===== config.mk =====
export PLATFORM = sky130hd
export DESIGN_NAME = seven_seg_scanner
export DESIGN_NICKNAME = d
export VERILOG_FILES = /design/src/rtl/seven_seg_scanner_pkg.sv /design/src/rtl/seven_seg_scanner_seg_decode.sv /design/src/rtl/seven_seg_scanner.sv
export SDC_FILE = /design/constraint.sdc
export NUM_CORES = 1
export LEC_CHECK = 0
export BUFFER_PORTS_ARGS = -buffer_cell sky130_fd_sc_hd__buf_2
export CORE_AREA = 2 2 96 89
export CTS_CLUSTER_DIAMETER = 40
export CTS_CLUSTER_SIZE = 10
export DETAILED_ROUTE_END_ITERATION = 12
export DIE_AREA = 0 0 98 91
export GPL_ROUTABILITY_DRIVEN = 0
export HOLD_SLACK_MARGIN = 0.06
export MAX_ROUTING_LAYER = met4
export PLACE_DENSITY = 0.82
export SKIP_CTS_REPAIR_TIMING = 1
export SYNTH_ARGS = -nofsm -noshare
export SYNTH_HDL_FRONTEND = slang
export SYNTH_SLANG_ARGS = --single-unit

===== constraint.sdc =====
create_clock -name clk -period 2.75 [get_ports clk]
set_input_delay 0.4125 -clock clk [delete_from_list [all_inputs] [get_ports clk]]
set_output_delay 0.4125 -clock clk [all_outputs]
set_load 0.005 [all_outputs]

===== src/rtl/seven_seg_scanner_pkg.sv =====
// rtl/seven_seg_scanner_pkg.sv - shared segment patterns, slot states and decode helper
package seven_seg_scanner_pkg;

    // Full active-low byte for a dark digit, and where the decimal point lives in it
    localparam logic [7:0] SEG_BLANK  = 8'hFF;
    localparam int         SEG_DP_BIT = 7;

    // Active-low g..a patterns
    localparam logic [6:0] SEG7_BLANK = 7'b1111111;
    localparam logic [6:0] SEG7_0     = 7'b1000000;
    localparam logic [6:0] SEG7_1     = 7'b1111001;
    localparam logic [6:0] SEG7_2     = 7'b0100100;
    localparam logic [6:0] SEG7_3     = 7'b0110000;
    localparam logic [6:0] SEG7_4     = 7'b0011001;
    localparam logic [6:0] SEG7_5     = 7'b0010010;
    localparam logic [6:0] SEG7_6     = 7'b0000010;
    localparam logic [6:0] SEG7_7     = 7'b1111000;
    localparam logic [6:0] SEG7_8     = 7'b0000000;
    localparam logic [6:0] SEG7_9     = 7'b0010000;
    localparam logic [6:0] SEG7_A     = 7'b0001000;
    localparam logic [6:0] SEG7_B     = 7'b0000011;
    localparam logic [6:0] SEG7_C     = 7'b1000110;
    localparam logic [6:0] SEG7_D     = 7'b0100001;
    localparam logic [6:0] SEG7_E     = 7'b0000110;
    localparam logic [6:0] SEG7_F     = 7'b0001110;

    // Phase within one digit slot: anodes off first, then driven
    typedef enum logic {
        S_DEAD  = 1'b0,
        S_DRIVE = 1'b1
    } slot_state_t;

    // Codes 10..15 are letters only when hex display is enabled, otherwise dark
    function automatic logic [6:0] seg7_pattern(input logic [3:0] code, input logic hex_en);
        logic [6:0] pat;
        pat = SEG7_BLANK;
        case (code)
            4'h0:    pat = SEG7_0;
            4'h1:    pat = SEG7_1;
            4'h2:    pat = SEG7_2;
            4'h3:    pat = SEG7_3;
            4'h4:    pat = SEG7_4;
            4'h5:    pat = SEG7_5;
            4'h6:    pat = SEG7_6;
            4'h7:    pat = SEG7_7;
            4'h8:    pat = SEG7_8;
            4'h9:    pat = SEG7_9;
            4'hA:    pat = hex_en ? SEG7_A : SEG7_BLANK;
            4'hB:    pat = hex_en ? SEG7_B : SEG7_BLANK;
            4'hC:    pat = hex_en ? SEG7_C : SEG7_BLANK;
            4'hD:    pat = hex_en ? SEG7_D : SEG7_BLANK;
            4'hE:    pat = hex_en ? SEG7_E : SEG7_BLANK;
            4'hF:    pat = hex_en ? SEG7_F : SEG7_BLANK;
            default: pat = SEG7_BLANK;
        endcase
        return pat;
    endfunction

endpackage


===== src/rtl/seven_seg_scanner_seg_decode.sv =====
// rtl/seven_seg_scanner_seg_decode.sv - combinational digit code to g..a segment decoder
module seg_decode
    import seven_seg_scanner_pkg::*;
#(
    parameter int HEX_MODE = 0
) (
    input  logic [3:0] i_code,
    output logic [6:0] o_seg7
);

    assign o_seg7 = seg7_pattern(i_code, HEX_MODE != 0);

endmodule


===== src/rtl/seven_seg_scanner.sv =====
// rtl/seven_seg_scanner.sv - multiplexed seven-segment scanner with frame-synchronous updates
module seven_seg_scanner
    import seven_seg_scanner_pkg::*;
#(
    parameter int NUM_DIGITS   = 4,
    parameter int REFRESH_DIV  = 100000,
    parameter int DEAD_CYCLES  = 2,
    parameter int BLINK_FRAMES = 250,
    parameter int HEX_MODE     = 0
) (
    input  logic                    clk,
    input  logic                    rst_n,
    input  logic                    load,
    input  logic [4*NUM_DIGITS-1:0] digits,
    input  logic [NUM_DIGITS-1:0]   dp,
    input  logic [NUM_DIGITS-1:0]   blank_mask,
    input  logic [NUM_DIGITS-1:0]   blink_mask,
    input  logic                    lzs_en,
    output logic [7:0]              seg,
    output logic [NUM_DIGITS-1:0]   an,
    output logic                    frame_done
);

    localparam int SLOT_W = (REFRESH_DIV > 1) ? $clog2(REFRESH_DIV) : 1;
    localparam int IDX_W  = (NUM_DIGITS > 1) ? $clog2(NUM_DIGITS) : 1;
    localparam int FRM_W  = (BLINK_FRAMES > 1) ? $clog2(BLINK_FRAMES) : 1;
    localparam slot_state_t SLOT_START = (DEAD_CYCLES > 0) ? S_DEAD : S_DRIVE;

    logic [SLOT_W-1:0]       r_slot_cnt;
    logic [IDX_W-1:0]        r_scan_idx;
    slot_state_t             r_state;
    logic [FRM_W-1:0]        r_frame_cnt;
    logic                    r_blink_phase;
    logic                    r_frame_done;

    logic [4*NUM_DIGITS-1:0] r_pnd_digits;
    logic [NUM_DIGITS-1:0]   r_pnd_dp;
    logic [NUM_DIGITS-1:0]   r_pnd_blank;
    logic [NUM_DIGITS-1:0]   r_pnd_blink;
    logic                    r_pnd_lzs;
    logic                    r_pnd_dirty;

    logic [4*NUM_DIGITS-1:0] r_act_digits;
    logic [NUM_DIGITS-1:0]   r_act_dp;
    logic [NUM_DIGITS-1:0]   r_act_blank;
    logic [NUM_DIGITS-1:0]   r_act_blink;
    logic                    r_act_lzs;
    logic                    r_live;

    logic [7:0]              r_seg;
    logic [NUM_DIGITS-1:0]   r_an;

    logic                    w_slot_term;
    logic                    w_last_digit;
    logic                    w_boundary;
    logic                    w_commit;
    logic [SLOT_W-1:0]       w_slot_next;
    slot_state_t             w_next_state;
    logic [NUM_DIGITS-1:0]   w_supp;
    logic                    w_lead;
    logic [3:0]              w_code;
    logic                    w_dp_sel;
    logic                    w_dark_sel;
    logic [NUM_DIGITS-1:0]   w_an_sel;
    logic [6:0]              w_seg7;
    logic [7:0]              w_seg_next;
    logic [NUM_DIGITS-1:0]   w_an_next;

    assign w_slot_term  = (r_slot_cnt == SLOT_W'(REFRESH_DIV - 1));
    assign w_last_digit = (r_scan_idx == IDX_W'(NUM_DIGITS - 1));
    assign w_boundary   = w_slot_term && w_last_digit;
    // A load on the boundary cycle itself is committed straight from the inputs
    assign w_commit     = w_boundary && (load || r_pnd_dirty);
    assign w_slot_next  = w_slot_term ? '0 : r_slot_cnt + SLOT_W'(1);
    assign w_next_state = (int'(w_slot_next) < DEAD_CYCLES) ? S_DEAD : S_DRIVE;

    // Slot/scan/frame counters and the per-slot dead/drive state
    always_ff @(posedge clk) begin
        if (!rst_n) begin
            r_slot_cnt    <= '0;
            r_scan_idx    <= '0;
            r_state       <= SLOT_START;
            r_frame_cnt   <= '0;
            r_blink_phase <= 1'b0;
            r_frame_done  <= 1'b0;
        end else begin
            r_slot_cnt   <= w_slot_next;
            r_state      <= w_next_state;
            r_frame_done <= w_boundary;
            if (w_slot_term) begin
                r_scan_idx <= w_last_digit ? '0 : r_scan_idx + IDX_W'(1);
            end
            if (w_boundary) begin
                if (r_frame_cnt == FRM_W'(BLINK_FRAMES - 1)) begin
                    r_frame_cnt   <= '0;
                    r_blink_phase <= ~r_blink_phase;
                end else begin
                    r_frame_cnt <= r_frame_cnt + FRM_W'(1);
                end
            end
        end
    end

    // Pending set: last load in a frame wins; dirty marks an uncommitted load
    always_ff @(posedge clk) begin
        if (!rst_n) begin
            r_pnd_digits <= '0;
            r_pnd_dp     <= '0;
            r_pnd_blank  <= '1;
            r_pnd_blink  <= '0;
            r_pnd_lzs    <= 1'b0;
            r_pnd_dirty  <= 1'b0;
        end else begin
            if (load) begin
                r_pnd_digits <= digits;
                r_pnd_dp     <= dp;
                r_pnd_blank  <= blank_mask;
                r_pnd_blink  <= blink_mask;
                r_pnd_lzs    <= lzs_en;
            end
            if (w_commit) begin
                r_pnd_dirty <= 1'b0;
            end else if (load) begin
                r_pnd_dirty <= 1'b1;
            end
        end
    end

    // Active set only changes on the frame boundary so a frame never tears
    always_ff @(posedge clk) begin
        if (!rst_n) begin
            r_act_digits <= '0;
            r_act_dp     <= '0;
            r_act_blank  <= '1;
            r_act_blink  <= '0;
            r_act_lzs    <= 1'b0;
            r_live       <= 1'b0;
        end else if (w_commit) begin
            r_live <= 1'b1;
            if (load) begin
                r_act_digits <= digits;
                r_act_dp     <= dp;
                r_act_blank  <= blank_mask;
                r_act_blink  <= blink_mask;
                r_act_lzs    <= lzs_en;
            end else begin
                r_act_digits <= r_pnd_digits;
                r_act_dp     <= r_pnd_dp;
                r_act_blank  <= r_pnd_blank;
                r_act_blink  <= r_pnd_blink;
                r_act_lzs    <= r_pnd_lzs;
            end
        end
    end

    // Leading zeros from the top digit down, stopping at the first non-zero; digit 0 always shown
    always_comb begin
        w_supp = '0;
        w_lead = r_act_lzs;
        for (int i = NUM_DIGITS - 1; i >= 1; i--) begin
            if (w_lead && (r_act_digits[4*i +: 4] == 4'd0)) begin
                w_supp[i] = 1'b1;
            end else begin
                w_lead = 1'b0;
            end
        end
    end

    // Mux the digit under scan and work out whether it is dark this frame
    always_comb begin
        w_code     = '0;
        w_dp_sel   = 1'b0;
        w_dark_sel = 1'b0;
        w_an_sel   = '1;
        for (int i = 0; i < NUM_DIGITS; i++) begin
            if (r_scan_idx == IDX_W'(i)) begin
                w_code      = r_act_digits[4*i +: 4];
                w_dp_sel    = r_act_dp[i];
                w_dark_sel  = r_act_blank[i] | (r_act_blink[i] & r_blink_phase) | w_supp[i];
                w_an_sel[i] = 1'b0;
            end
        end
    end

    seg_decode #(
        .HEX_MODE (HEX_MODE)
    ) u_seg_decode (
        .i_code (w_code),
        .o_seg7 (w_seg7)
    );

    // Dark digits keep their anode on so every digit sees the same duty cycle
    always_comb begin
        w_an_next  = '1;
        w_seg_next = SEG_BLANK;
        if (r_live && (r_state == S_DRIVE)) begin
            w_an_next = w_an_sel;
            if (!w_dark_sel) begin
                w_seg_next[6:0]        = w_seg7;
                w_seg_next[SEG_DP_BIT] = ~w_dp_sel;
            end
        end
    end

    // Registered pins: no combinational path from inputs to the display
    always_ff @(posedge clk) begin
        if (!rst_n) begin
            r_an  <= '1;
            r_seg <= SEG_BLANK;
        end else begin
            r_an  <= w_an_next;
            r_seg <= w_seg_next;
        end
    end

    assign seg        = r_seg;
    assign an         = r_an;
    assign frame_done = r_frame_done;

endmodule


==> reports/results.ini <==
[drt]
ant_nets = 0
vias = 3607
wl_per_cell_um = 14.69
wl_um = 9061
first_pass_iters = 5
vias_per_cell = 5.846
drc_errors = 0
drtIter0Drc = 228

[sta]
setup_viol = 0
tightest_slew_ps = 689.1
drv_slew = 0
grt_setup_unrepaired = no
min_period_over_period_pct = 87.42
min_period_ps = 2404
skew_ps = 6.894
max_freq_ghz = 0.4160
relSlewSlack_pct = 53.85
hold_viol_final = 0
fin_ws_ps = 345.9
setup_tns_ps = 0

[logic_synthesis]
synth_area_per_cell_um2 = 9.322
yosys.area.top_type = dfxtp_1
synth-edff-count = 0
ys_types = 50
ys_seq_elements = 102
synth-async-reset-ratio_pct = 0
post-synth-top-count-cell = dfxtp_1
yosys_warnings = 0
synth_area_um2 = 4493
yosysTopAreaCellShare_pct = 45.45
syn_inst = 482
synth_nets = 526
synthFlopType = dfxtp_1
synth.yosys.seq_area_share_pct = 45.45
synthTopCellsByArea = dfxtp_1 (45%), mux2i_1 (6.7%), nor2_1 (5.8%), a211oi_2 (5.3%), ha_1 (3.3%)
synthTopCellsByCount = dfxtp_1 (102), nor2_1 (69), nand2_1 (33), mux2i_1 (30), clkbuf_1 (20)

[global_routing]
grt_usage_pct = 21.37
antenna_found_initial = 0
grt_pass1_vias = 3262
grt_pass1_wl_um = 15190
grt_max_degree = 52
grt_overflow = 0

[power]
p_switching_mw = 0.5936
swShare_pct = 22.56
p_seq_share_pct = 57.7
p_per_area_nw_per_um2 = 529.1
p_leak_nw = 1.886
internal_power_mw = 2.037
pwr-share-comb_pct = 5.1
p_clk_share_pct = 37.2
peakVddDrop_v = 0.0003859
report.power.total_mw = 2.631

[layout]
final_layout_size_suffix_gt1_share_pct = 17.57
nNetsFinal = 557
finalInstanceArea_um2 = 4972
final-seq-area_um2 = 2042
antenna_cells = 0
multiInputGateArea_um2 = 2272
n_fill_cell = 625
fin_util_pct = 63.15
area_delta_synth_final_pct = 10.67

[min_path]
hp-start = blank_mask[2]
hold_end = r_pnd_blank[2]
hold_depth = 3
hp-class = input pin to flop

[critical_path]
endpoint_kind = flop
reg2reg_to = seg[6]
cpPeakStageDelay_ps = 470
critPathKind = flop to flop
cp_max_fo = 13
path_delay_family = compound AO/OA/AOI/OAI gates
r2r_cells = 10
slowest_stage = ha_1
start_kind = flop
cp_data_required_time_ps = 3040
r2r_start = r_scan_idx[0]
worst-path-buf-inv = 2
crit_arrival_ps = 2700
critical_path.cell_chain = inv_1 > ha_1 > a21oi_1 > a221o_1 > and2_1 > inv_1 > ha_1 > o21ba_2 > o21a_1 > o21ai_0
r2r_slack_ps = 350

[floorplanning]
initial_core_util_pct = 57.06
die-area_um2 = 8918
dieHeight_um = 91
core-area_um2 = 7874
chipWidth_um = 98
io-pin-count = 45
rows = 31

[placed_design]
placed_area_um2 = 4765
place_ws_ps = 387.1
numPortBuffers = 44
post-dp-hpwl_um = 6543

[clocking]
cts_tree = done
numCtsBuffers = 9
clkTransAtPathRegs_ps = 100
cts.sinks = 102
clk_latency_ps = 370
cts_root_buffer = clkbuf_8
clock_path_buffers = 2
h-tree-depth = 3

[job]
drv_cap = 0

[status]
outcome = completed

==> cell families (layout without fill, tap and decap cells) <==
kind of cell             count (synthesis)  in the layout  share of synthesized area, %
XOR/XNOR                                19             19                         3.704
AND/OR/NAND/NOR                        186            186                         21.00
flip-flops                             102            102                         45.45
AO/OA/AOI/OAI                           90             90                         15.85
adder cells (fa/ha/maj)                 12             12                         3.342
multiplexers                            30             30                         6.683
buffers and inverters                   43             79                         3.982
==> worst max path at each step <==
stage                   start               end  slack [ps]  cells after the start
2_1_floorplan  r_slot_cnt[13]  r_act_digits[14]         570                      5
3_3_place_gp   r_slot_cnt[13]  r_act_digits[12]         480                      6
3_5_place_dp   r_slot_cnt[13]   r_act_digits[5]         390                      6
4_1_cts        r_slot_cnt[13]    r_frame_cnt[6]         370                      5
5_1_grt         r_scan_idx[0]            seg[5]         130                      7
6_report        r_scan_idx[0]            seg[6]         350                     10
==> registers in the layout (all words and copies together), names as in the netlist, 8 cells and up <==
signal        cells
seg               8
r_frame_cnt       8
r_act_digits     16
r_slot_cnt       17
r_pnd_digits     16
==> power groups by stage <==
| stage | clock network [mW] | logic, mW | registers [mW] |
|---|---|---|---|
| after global placement | 0 | 0.130 | 1.55 |
| after CTS | 0.997 | 0.134 | 1.52 |
| after floorplan | 0 | 0.0919 | 1.55 |
| after global routing | 1.06 | 0.147 | 1.52 |
| final | 0.979 | 0.133 | 1.52 |
| after detailed placement | 0 | 0.133 | 1.55 |
==> cell type report <==
type | count | share of cell area (%)
multi-input combinational | 337 | 45.70
tap | 99 | 2.491
clock inverter | 4 | 1.057
sequential | 102 | 41.07
inverter | 13 | 0.9814
timing repair buffer | 50 | 5.586
clock buffer | 12 | 3.120
==> through the flow <==
step / hold slack [ps] / cells
2_1_floorplan: 432.5 / 482
3_3_place_gp: 439.7 / 601
3_5_place_dp: 459.0 / 601
4_1_cts: 286.7 / 617
5_1_grt: 294.2 / 617
6_report: 299.1 / 617
==> worst reg2reg max path, cell delays in order (launching register included) <==
cell and delay, ps:
dfxtp_1 360, inv_1 110, ha_1 470, a21oi_1 80, a221o_1 360, and2_1 190
inv_1 100, ha_1 140, o21ba_2 160, o21a_1 180, o21ai_0 180
==> metal layers <==
layer  wire length [µm]  track usage (%)  up-vias  part of all wire [%]
met5                  0                -        -                     0
met2               4042            31.05      115                    45
met1               4431            29.75     1686                    49
met4                 69            5.440        0                  0.76
met3                518            5.620        9                   5.7
li1                   -                -     1797                     -
==> layout by cell type, fill, tap and decap left out, drive strengths merged, types with 2 or more instances in the layout <==
cell    count
nor3b       3
and2        5
inv        15
a221o       3
o211ai      5
o21ba       2
xnor2       8
a221oi      2
dfxtp     102
nand4       9
a22o        4
a211oi     26
nor4        8
and3        8
ha         12
buf        50
a21oi      19
o21ai      13
nor3        6
nor2       69
or4         4
a31oi       5
xor2       11
clkbuf     12
mux2i      30
or3         7
nand4b      3
nand2      33
and4        5
nand3b      6
nand3      18
o31ai       2
o21a        2
Note: power is estimated with default switching activity, not from simulation.
